--- config.mk ---
export PLATFORM = sky130hd
export DESIGN_NAME = mastermind_hint_evaluator
export DESIGN_NICKNAME = d
export VERILOG_FILES = /design/src/rtl/mastermind_hint_evaluator_pkg.sv /design/src/rtl/mastermind_hint_evaluator_index_counter.sv /design/src/rtl/mastermind_hint_evaluator.sv
export SDC_FILE = /design/constraint.sdc
export NUM_CORES = 1
export LEC_CHECK = 0
export BUFFER_PORTS_ARGS = -buffer_cell sky130_fd_sc_hd__buf_2
export CORE_MARGIN = 1.5
export CORE_UTILIZATION = 49
export CTS_CLUSTER_DIAMETER = 200
export DETAILED_ROUTE_END_ITERATION = 8
export PLACE_DENSITY = 0.85
export SLEW_MARGIN = 20
export SYNTH_ARGS = -nofsm -noshare
export SYNTH_HDL_FRONTEND = slang
export SYNTH_SLANG_ARGS = --single-unit
--- constraint.sdc ---
create_clock -name clk -period 3.28 [get_ports clk]
set_input_delay 0.656 -clock clk [delete_from_list [all_inputs] [get_ports clk]]
set_output_delay 0.656 -clock clk [all_outputs]
set_load 0.01 [all_outputs]
--- src/rtl/mastermind_hint_evaluator_pkg.sv ---
// Shared definitions for the Mastermind hint evaluator.
//   MAX_PINS_COUNT : maximum number of pins on a row (array depth)
//   HINT_EVAL_STATE: evaluator FSM encoding
//   idx_w()        : index width for a given array depth (never zero)
package mastermind_hint_evaluator_pkg;

  localparam int MAX_PINS_COUNT = 20;

  typedef enum logic [1:0] {HE_IDLE, HE_GREEN, HE_YELLOW, HE_DONE} HINT_EVAL_STATE;

  function automatic int idx_w(input int depth);
    return (depth > 1) ? $clog2(depth) : 1;
  endfunction

endpackage

--- src/rtl/mastermind_hint_evaluator_index_counter.sv ---
// hint_pair_index_counter: nested i/j pin-index walker bounded by last_idx.
//   clk, reset : clock, synchronous active-high reset
//   clear      : restart from (0,0)
//   en         : advance one step
//   pair_mode  : 1 = j inner loop / i outer loop, 0 = i only
//   last_idx   : n-1
//   i, j       : current indices
//   last       : current step is the final one of the walk; advancing wraps to (0,0)
module hint_pair_index_counter #(
  parameter int IDX_W = 5
) (
  input  logic             clk,
  input  logic             reset,
  input  logic             clear,
  input  logic             en,
  input  logic             pair_mode,
  input  logic [IDX_W-1:0] last_idx,
  output logic [IDX_W-1:0] i,
  output logic [IDX_W-1:0] j,
  output logic             last
);

  logic i_last, j_last;

  assign i_last = (i == last_idx);
  assign j_last = (j == last_idx);
  assign last   = i_last && (!pair_mode || j_last);

  always_ff @(posedge clk) begin
    if (reset || clear) begin
      i <= '0;
      j <= '0;
    end else if (en) begin
      if (last) begin
        // wrap so the next phase starts at (0,0) without an extra clear
        i <= '0;
        j <= '0;
      end else if (pair_mode && !j_last) begin
        j <= j + IDX_W'(1);
      end else begin
        j <= '0;
        i <= i + IDX_W'(1);
      end
    end
  end

endmodule

--- src/rtl/mastermind_hint_evaluator.sv ---
// mastermind_hint_evaluator: green/yellow hint pair for one guess vs. the secret.
//   clk, reset  : clock, synchronous active-high reset
//   start       : request evaluation (honoured only when idle)
//   pins_count  : active pins n, clamped to MAX_PINS
//   guess       : guess pins, latched on accepted start
//   secret      : secret pins, latched on accepted start
//   busy        : evaluation in progress
//   done        : one-cycle completion pulse
//   green       : exact-position matches (held until next start)
//   yellow      : colour-only matches (held until next start)
// Green pass walks n pins, yellow pass walks all n*n pairs with one shared
// comparator; latency from accepted start to done is 1+n+n*n cycles.
module mastermind_hint_evaluator
  import mastermind_hint_evaluator_pkg::*;
#(
  parameter int MAX_PINS = MAX_PINS_COUNT,
  parameter int COLOR_W  = 8,
  parameter int CNT_W    = 8
) (
  input  logic                                 clk,
  input  logic                                 reset,
  input  logic                                 start,
  input  logic [CNT_W-1:0]                     pins_count,
  input  logic [0:MAX_PINS-1][COLOR_W-1:0]     guess,
  input  logic [0:MAX_PINS-1][COLOR_W-1:0]     secret,
  output logic                                 busy,
  output logic                                 done,
  output logic [CNT_W-1:0]                     green,
  output logic [CNT_W-1:0]                     yellow
);

  localparam int              IDX_W = idx_w(MAX_PINS);
  localparam logic [CNT_W-1:0] MAX_N = CNT_W'(MAX_PINS);

  HINT_EVAL_STATE state, state_nxt;

  logic [0:MAX_PINS-1][COLOR_W-1:0] g_lat, s_lat;
  logic [CNT_W-1:0]                 n_lat, n_clamped;
  logic [MAX_PINS-1:0]              ag_mask, as_mask;
  logic [IDX_W-1:0]                 idx_i, idx_j, last_idx, s_idx;
  logic                             walk_last, accept, colour_eq;

  assign accept    = (state == HE_IDLE) && start;
  assign n_clamped = (pins_count > MAX_N) ? MAX_N : pins_count;
  // n_lat==0 never enters a walk, so the wrapped value is don't-care there
  assign last_idx  = IDX_W'(n_lat - CNT_W'(1));
  assign busy      = (state != HE_IDLE);

  // single time-shared comparator: secret index is i in GREEN, j in YELLOW
  assign s_idx     = (state == HE_YELLOW) ? idx_j : idx_i;
  assign colour_eq = (g_lat[idx_i] == s_lat[s_idx]);

  hint_pair_index_counter #(.IDX_W(IDX_W)) u_idx (
    .clk      (clk),
    .reset    (reset),
    .clear    (accept),
    .en       ((state == HE_GREEN) || (state == HE_YELLOW)),
    .pair_mode(state == HE_YELLOW),
    .last_idx (last_idx),
    .i        (idx_i),
    .j        (idx_j),
    .last     (walk_last)
  );

  always_ff @(posedge clk) begin
    if (reset) state <= HE_IDLE;
    else       state <= state_nxt;
  end

  always_comb begin
    state_nxt = state;
    case (state)
      HE_IDLE:   if (start) state_nxt = (n_clamped != '0) ? HE_GREEN : HE_DONE;
      HE_GREEN:  if (walk_last) state_nxt = HE_YELLOW;
      HE_YELLOW: if (walk_last) state_nxt = HE_DONE;
      HE_DONE:   state_nxt = HE_IDLE;
      default:   state_nxt = HE_IDLE;
    endcase
  end

  always_ff @(posedge clk) begin
    if (reset) begin
      done    <= 1'b0;
      green   <= '0;
      yellow  <= '0;
      ag_mask <= '0;
      as_mask <= '0;
      n_lat   <= '0;
      g_lat   <= '0;
      s_lat   <= '0;
    end else begin
      done <= (state == HE_DONE);
      if (accept) begin
        g_lat   <= guess;
        s_lat   <= secret;
        n_lat   <= n_clamped;
        green   <= '0;
        yellow  <= '0;
        ag_mask <= '0;
        as_mask <= '0;
      end else if (state == HE_GREEN) begin
        if (colour_eq) begin
          green          <= green + CNT_W'(1);
          ag_mask[idx_i] <= 1'b1;
          as_mask[idx_i] <= 1'b1;
        end
      end else if (state == HE_YELLOW) begin
        // marking ag[i] blocks later j from reusing the same guess pin
        if (!ag_mask[idx_i] && !as_mask[idx_j] && colour_eq) begin
          yellow         <= yellow + CNT_W'(1);
          ag_mask[idx_i] <= 1'b1;
          as_mask[idx_j] <= 1'b1;
        end
      end
    end
  end

endmodule

==> results.json, run 1 <==
{
  "status": "complete, but fails checks",
  "violations": "setup timing",
  "max_stage_delay_ps": 510,
  "drt_first_pass_iters": 5,
  "grt_pass1_vias": 14000,
  "yosys_warnings": 0,
  "port_buffers": 348,
  "routabilityCongestion": 0.936,
  "die-height_um": 185,
  "cap_violations": 0,
  "antenna_found_initial": 12,
  "antenna_left": 0,
  "fillers": 2483,
  "p_sw_mw": 5.40,
  "path_clk_slew_ps": 60,
  "hold_viol_final": 0,
  "seqPwrFrac_pct": 37.9,
  "cp_slowest_cell": "or4_4",
  "syn_inst": 1485,
  "overflow": 0,
  "fmaxAchievable_mhz": 274,
  "pre_cts_slack_ps": -454,
  "finalSetupTns_ps": -13640,
  "clockRootBuffer": "clkbuf_16",
  "synth_top_cell_area_share_pct": 48.5,
  "start_util_pct": 49.9,
  "cts_buffers": 40,
  "avgSynthCellArea_sq_um": 11.0,
  "drc": 0,
  "critPathLaunchType": "flip-flop",
  "period_needed_ps": 3650,
  "grt_usage_pct": 28.7,
  "power.internal_mw": 10.5,
  "cp-end-kind": "flip-flop",
  "synth_top_area_cell": "dfxtp_1",
  "die_w_um": 185,
  "critical_path.most_common_cell": "buf_6",
  "grt_pass1_wl_um": 76500,
  "timing.final.ws_setup_ps": -372,
  "clockBufferDepth": 3,
  "total_power_mw": 15.9,
  "dp_hpwl_um": 36800,
  "p_leak_nw": 8.94,
  "setup_viol": 56,
  "drt-initial-drc-count": 1253,
  "syn_area_sq_um": 16300,
  "cts_hold_buf": 0,
  "cts-htree-levels": 2,
  "async_reset_ff_share_pct": 0,
  "drv_slew": 0,
  "ys_seq_area_share_pct": 48.5,
  "hp-class": "in2reg",
  "area_growth_pct": 29.8,
  "die-area_sq_um": 34300,
  "num_rows": 66,
  "timing.max_slew.rel_slack_pct": 52.0,
  "wl_per_cell_um": 21.9,
  "cts.sinks": 394,
  "worstPathRequired_ps": 3730,
  "ir_drop_v": 0.000723,
  "cts_tree": "built",
  "worstMarginPinSlew_ps": 715,
  "cp_max_fo": 7,
  "synth_most_common_cell": "dfxtp_1",
  "postPlaceCellArea_sq_um": 19200,
  "fin_crit_sh_pct": 111,
  "grt_max_degree": 125,
  "ios": 349,
  "ys.flop_type": "dfxtp_1",
  "totalWireLength_um": 51600,
  "power_density_nw_per_um2": 754,
  "netlist_top_cells_count": "394 x dfxtp_1, 320 x a22o_1, 103 x nand2_1",
  "via_count": 14500,
  "drive_above_1_share_pct": 36.0,
  "core_sq_um": 32600,
  "vias_per_cell": 6.15,
  "yosys.cell_types.count": 59,
  "path_cells": "inv_4 > ha_4 > mux2i_4 > buf_12 > buf_12 > mux2i_1 > o22ai_1 > or4_4 > a211o_1 > a222oi_1 > nand4_1 > buf_6 > buf_6 > buf_6 > or3_4 > a21oi_2",
  "arrival_ps": 4100,
  "fin_nets": 2226,
  "design_area_sq_um": 21100,
  "synthesis.nets": 1833,
  "ys_top_cells_by_area": "dfxtp_1 48%, a22o_1 17%, mux4_2 8.2%",
  "rsz0062_at_grt": "yes",
  "synth_seq_cells": 394,
  "worstSetupPathType": "reg2reg",
  "p_clk_share_pct": 27.0,
  "pwr-share-comb_pct": 35.0,
  "clock_latency_ps": 540,
  "skew_ps": 22.6,
  "switching_share_pct": 33.9,
  "synth_edf_count": 0,
  "final_core_util_pct": 64.8
}
[cell type report]
| type | count | area, sq um | share of cell area [%] |
|---|---|---|---|
| clock inverters | 10 | 77.6 | 0.367 |
| flip-flops and latches | 394 | 7900 | 37.4 |
| inverters | 18 | 70.1 | 0.332 |
| multi-input cells | 942 | 8250 | 39.0 |
| well taps | 442 | 553 | 2.62 |
| repair buffers | 482 | 3110 | 14.7 |
| clock buffers | 59 | 1140 | 5.41 |
| diodes | 11 | 27.5 | 0.130 |
[power by group through the flow]
stage / Combinational, mW / Sequential [mW] / Clock, mW
after floorplan: 3.18 / 5.88 / 0
after global placement: 4.59 / 6.09 / 0
after detailed placement: 4.70 / 6.11 / 0
after CTS: 5.00 / 6.02 / 4.36
after global routing: 5.93 / 6.10 / 4.56
final: 5.58 / 6.04 / 4.31
[worst max-delay path: cells and delay by family, from the launching register on]
kind	cells	cell delay, ps
buf+inv	6	780
simple gates	3	1020
fa+ha+maj	1	150
compound gates	4	840
mux	2	460
flops	1	330
[through the flow]
stage / hold slack, ps / instances
5_1_grt: 312 / 2354
2_1_floorplan: 422 / 1485
3_5_place_dp: 441 / 2261
4_1_cts: 304 / 2337
6_report: 318 / 2358
3_3_place_gp: 436 / 2261
[flip-flops by register name (all words and copies together), names as in the netlist]
signal / count
as_mask: 20
s_lat: 160
u_idx.i: 5
n_lat: 5
ag_mask: 20
yellow: 8
u_idx.j: 5
done: 1
state: 2
g_lat: 160
green: 8
[kinds of logic (layout without fill, tap and decap cells)]
family / Yosys count / in the layout / share of synthesized area, %
AO/OA/AOI/OAI: 516 / 516 / 25.7
flip-flops: 394 / 394 / 48.5
AND/OR/NAND/NOR: 278 / 278 / 8.23
buffers and inverters: 149 / 569 / 3.85
multiplexers: 110 / 110 / 11.3
XOR/XNOR: 21 / 21 / 1.13
adder cells (fa/ha/maj): 17 / 17 / 1.31
other: 0 / 11 / 0
[repair_timing]
| item | 4_1_cts | 5_1_grt |
|---|---|---|
| setup buffers | 5 | 5 |
| endpoints found under the setup margin | 56 | 56 |
| resized for setup | 41 | 63 |
| pin swaps | 31 | 17 |
| cloned | 2 | 5 |
[final timing paths]
kind	from	to	slack, ps	cells past startpoint
worst max register to register	state[0]	green[5]	-370	16
worst min-delay path	secret[55]	s_lat[55]	320	2
worst max-delay path	state[0]	green[5]	-370	16
worst min register to register	as_mask[11]	as_mask[11]	460	2
[placed cells by master (no fill, tap or decap), types with 33 or more instances in the layout]
cell | netlist | layout
a22o_1 | 320 | 320
buf_2 | 18 | 348
buf_4 | 4 | 102
clkbuf_16 | 0 | 43
dfxtp_1 | 394 | 389
mux2i_1 | 46 | 43
mux4_2 | 59 | 59
nand2_1 | 103 | 102
nor2_1 | 36 | 33
o21a_1 | 43 | 43
[routing by layer]
metal  part of all wire, %  wire, um  global-route usage (%)
met4                   5.1      2640                    14.8
met2                    47     24300                    46.6
met5                 0.025        13                       0
met1                    39     20200                    35.9
met3                   8.7      4460                    5.98
Note: power is estimated with default switching activity, not from simulation.
==> run 2: changes to the inputs <==
--- a/config.mk
+++ b/config.mk
@@ -15,3 +15,4 @@
 export SYNTH_ARGS = -nofsm -noshare
 export SYNTH_HDL_FRONTEND = slang
 export SYNTH_SLANG_ARGS = --single-unit
+export TNS_END_PERCENT = 50
==> results.json, run 2 (same netlist as run 1, synthesis figures left out) <==
{
  "cts_buffers": 40,
  "arrival_ps": 4120,
  "drc": 0,
  "routabilityCongestion": 0.936,
  "fin_crit_sh_pct": 112,
  "cts_tree": "built",
  "grt_max_degree": 125,
  "via_count": 14400,
  "cts-htree-levels": 2,
  "antenna_left": 0,
  "cp_max_fo": 7,
  "drive_above_1_share_pct": 35.7,
  "clockRootBuffer": "clkbuf_16",
  "switching_share_pct": 33.9,
  "hold_viol_final": 0,
  "whs_ps": 320,
  "timing.max_slew.rel_slack_pct": 52.2,
  "finalNonFillerCells": 2357,
  "grt_usage_pct": 28.6,
  "overflow": 0,
  "die-area_sq_um": 34300,
  "num_rows": 66,
  "drt_first_pass_iters": 5,
  "antenna_found_initial": 12,
  "worstMarginPinSlew_ps": 714,
  "cap_violations": 0,
  "cpLargestDelayFamily": "simple AND/OR/NAND/NOR gates",
  "final_common_cell": "dfxtp_1",
  "die_w_um": 185,
  "p_clk_share_pct": 27.0,
  "top_regs": "g_lat: 160 flops, s_lat: 160 flops",
  "power_density_nw_per_um2": 753,
  "max_stage_delay_ps": 510,
  "fillers": 2480,
  "hp-class": "in2reg",
  "path_cells": "inv_4 > ha_4 > mux2i_4 > buf_12 > buf_12 > buf_4 > mux2i_1 > o22ai_1 > or4_1 > a211o_1 > a22oi_1 > nand4_1 > buf_6 > buf_6 > or4_4 > a21oi_2",
  "status": "complete, but fails checks",
  "dpl.cell_count": 2261,
  "drt-initial-drc-count": 1214,
  "fmaxAchievable_mhz": 273,
  "critPathLaunchType": "flip-flop",
  "area_growth_pct": 29.7,
  "clockBufferDepth": 3,
  "skew_ps": 21.2,
  "fin_nets": 2225,
  "pwr-share-comb_pct": 35.0,
  "core_sq_um": 32600,
  "path_clk_slew_ps": 60,
  "rsz0062_at_grt": "yes",
  "violations": "setup timing",
  "grt_pass1_vias": 14000,
  "vias_per_cell": 6.13,
  "totalWireLength_um": 51600,
  "start_util_pct": 49.9,
  "power.internal_mw": 10.5,
  "p_sw_mw": 5.39,
  "worstPathRequired_ps": 3730,
  "mostFrequentLayoutCells": "389 x dfxtp_1, 348 x buf_2, 320 x a22o_1",
  "wl_per_cell_um": 21.9,
  "die-height_um": 185,
  "cp_slowest_cell": "or4_1",
  "drv_slew": 0,
  "setup_viol": 56,
  "grt_pass1_wl_um": 76500,
  "cp-end-kind": "flip-flop",
  "cts.sinks": 394,
  "ios": 349,
  "worstSetupPathType": "reg2reg",
  "dp_hpwl_um": 36800,
  "period_needed_ps": 3670,
  "seqPwrFrac_pct": 38.0,
  "clock_latency_ps": 540,
  "port_buffers": 348,
  "cp_num_buf_inv": 6,
  "p_leak_nw": 8.96,
  "timing.final.ws_setup_ps": -389,
  "ir_drop_v": 0.000607
}
## run 2: power by group through the flow
| stage | sequential [mW] | combinational [mW] | clock [mW] |
|---|---|---|---|
| detailed placement | 6.11 | 4.70 | 0 |
| global placement | 6.09 | 4.59 | 0 |
| floorplan | 5.88 | 3.18 | 0 |
| CTS | 6.02 | 4.99 | 4.36 |
| finish | 6.04 | 5.56 | 4.30 |
| global route | 6.10 | 5.93 | 4.56 |
## run 2: through the flow
| stage | setup TNS [ps] | cell area, sq um | utilization (%) | setup WS, ps | power [mW] |
|---|---|---|---|---|---|
| final | -14080 | 21100 | 64.7 | -389 | 15.9 |
| after global routing | -21470 | 21100 | 64.7 | -513 | 16.6 |
| after CTS | -19060 | 20600 | 63.2 | -451 | 15.4 |
| after detailed placement | -20350 | 19200 | 58.8 | -454 | 10.8 |
| after global placement | -17740 | 19200 | 58.8 | -398 | 10.7 |
| after floorplan | -30.4 | 16300 | - | -7.59 | 9.05 |
## run 2: layout make-up
cell class	instances	area [sq um]	share of cell area [%]
Multi-Input combinational cell	942	8250	39.1
Sequential cell	394	7900	37.4
Timing Repair Buffer	481	3100	14.7
Clock buffer	59	1140	5.41
Tap cell	442	553	2.62
Clock inverter	10	77.6	0.367
Inverter	18	70.1	0.332
Antenna cell	11	27.5	0.130
## run 2: worst paths after layout
kind / depth (start not counted) / end / startpoint / slack, ps
worst max-delay path: 16 / yellow[6] / state[0] / -390
worst min-delay path: 2 / s_lat[55] / secret[55] / 320
worst max register to register: 16 / yellow[6] / state[0] / -390
worst min register to register: 2 / as_mask[11] / as_mask[11] / 460
## run 2: layer usage
layer  wire, um  share of wire, %  GRT usage, %
met3       4430               8.6          5.98
met5         13             0.025             0
met2      24200                47          46.7
met4       2630               5.1          14.6
met1      20300                39          35.8
## run 2: repair_timing
action	CTS	global route
hold buffers	0	0
resized for setup	37	66
endpoints found under the setup margin	56	56
pin swaps	28	20
buffers inserted	5	5
gates cloned	2	4
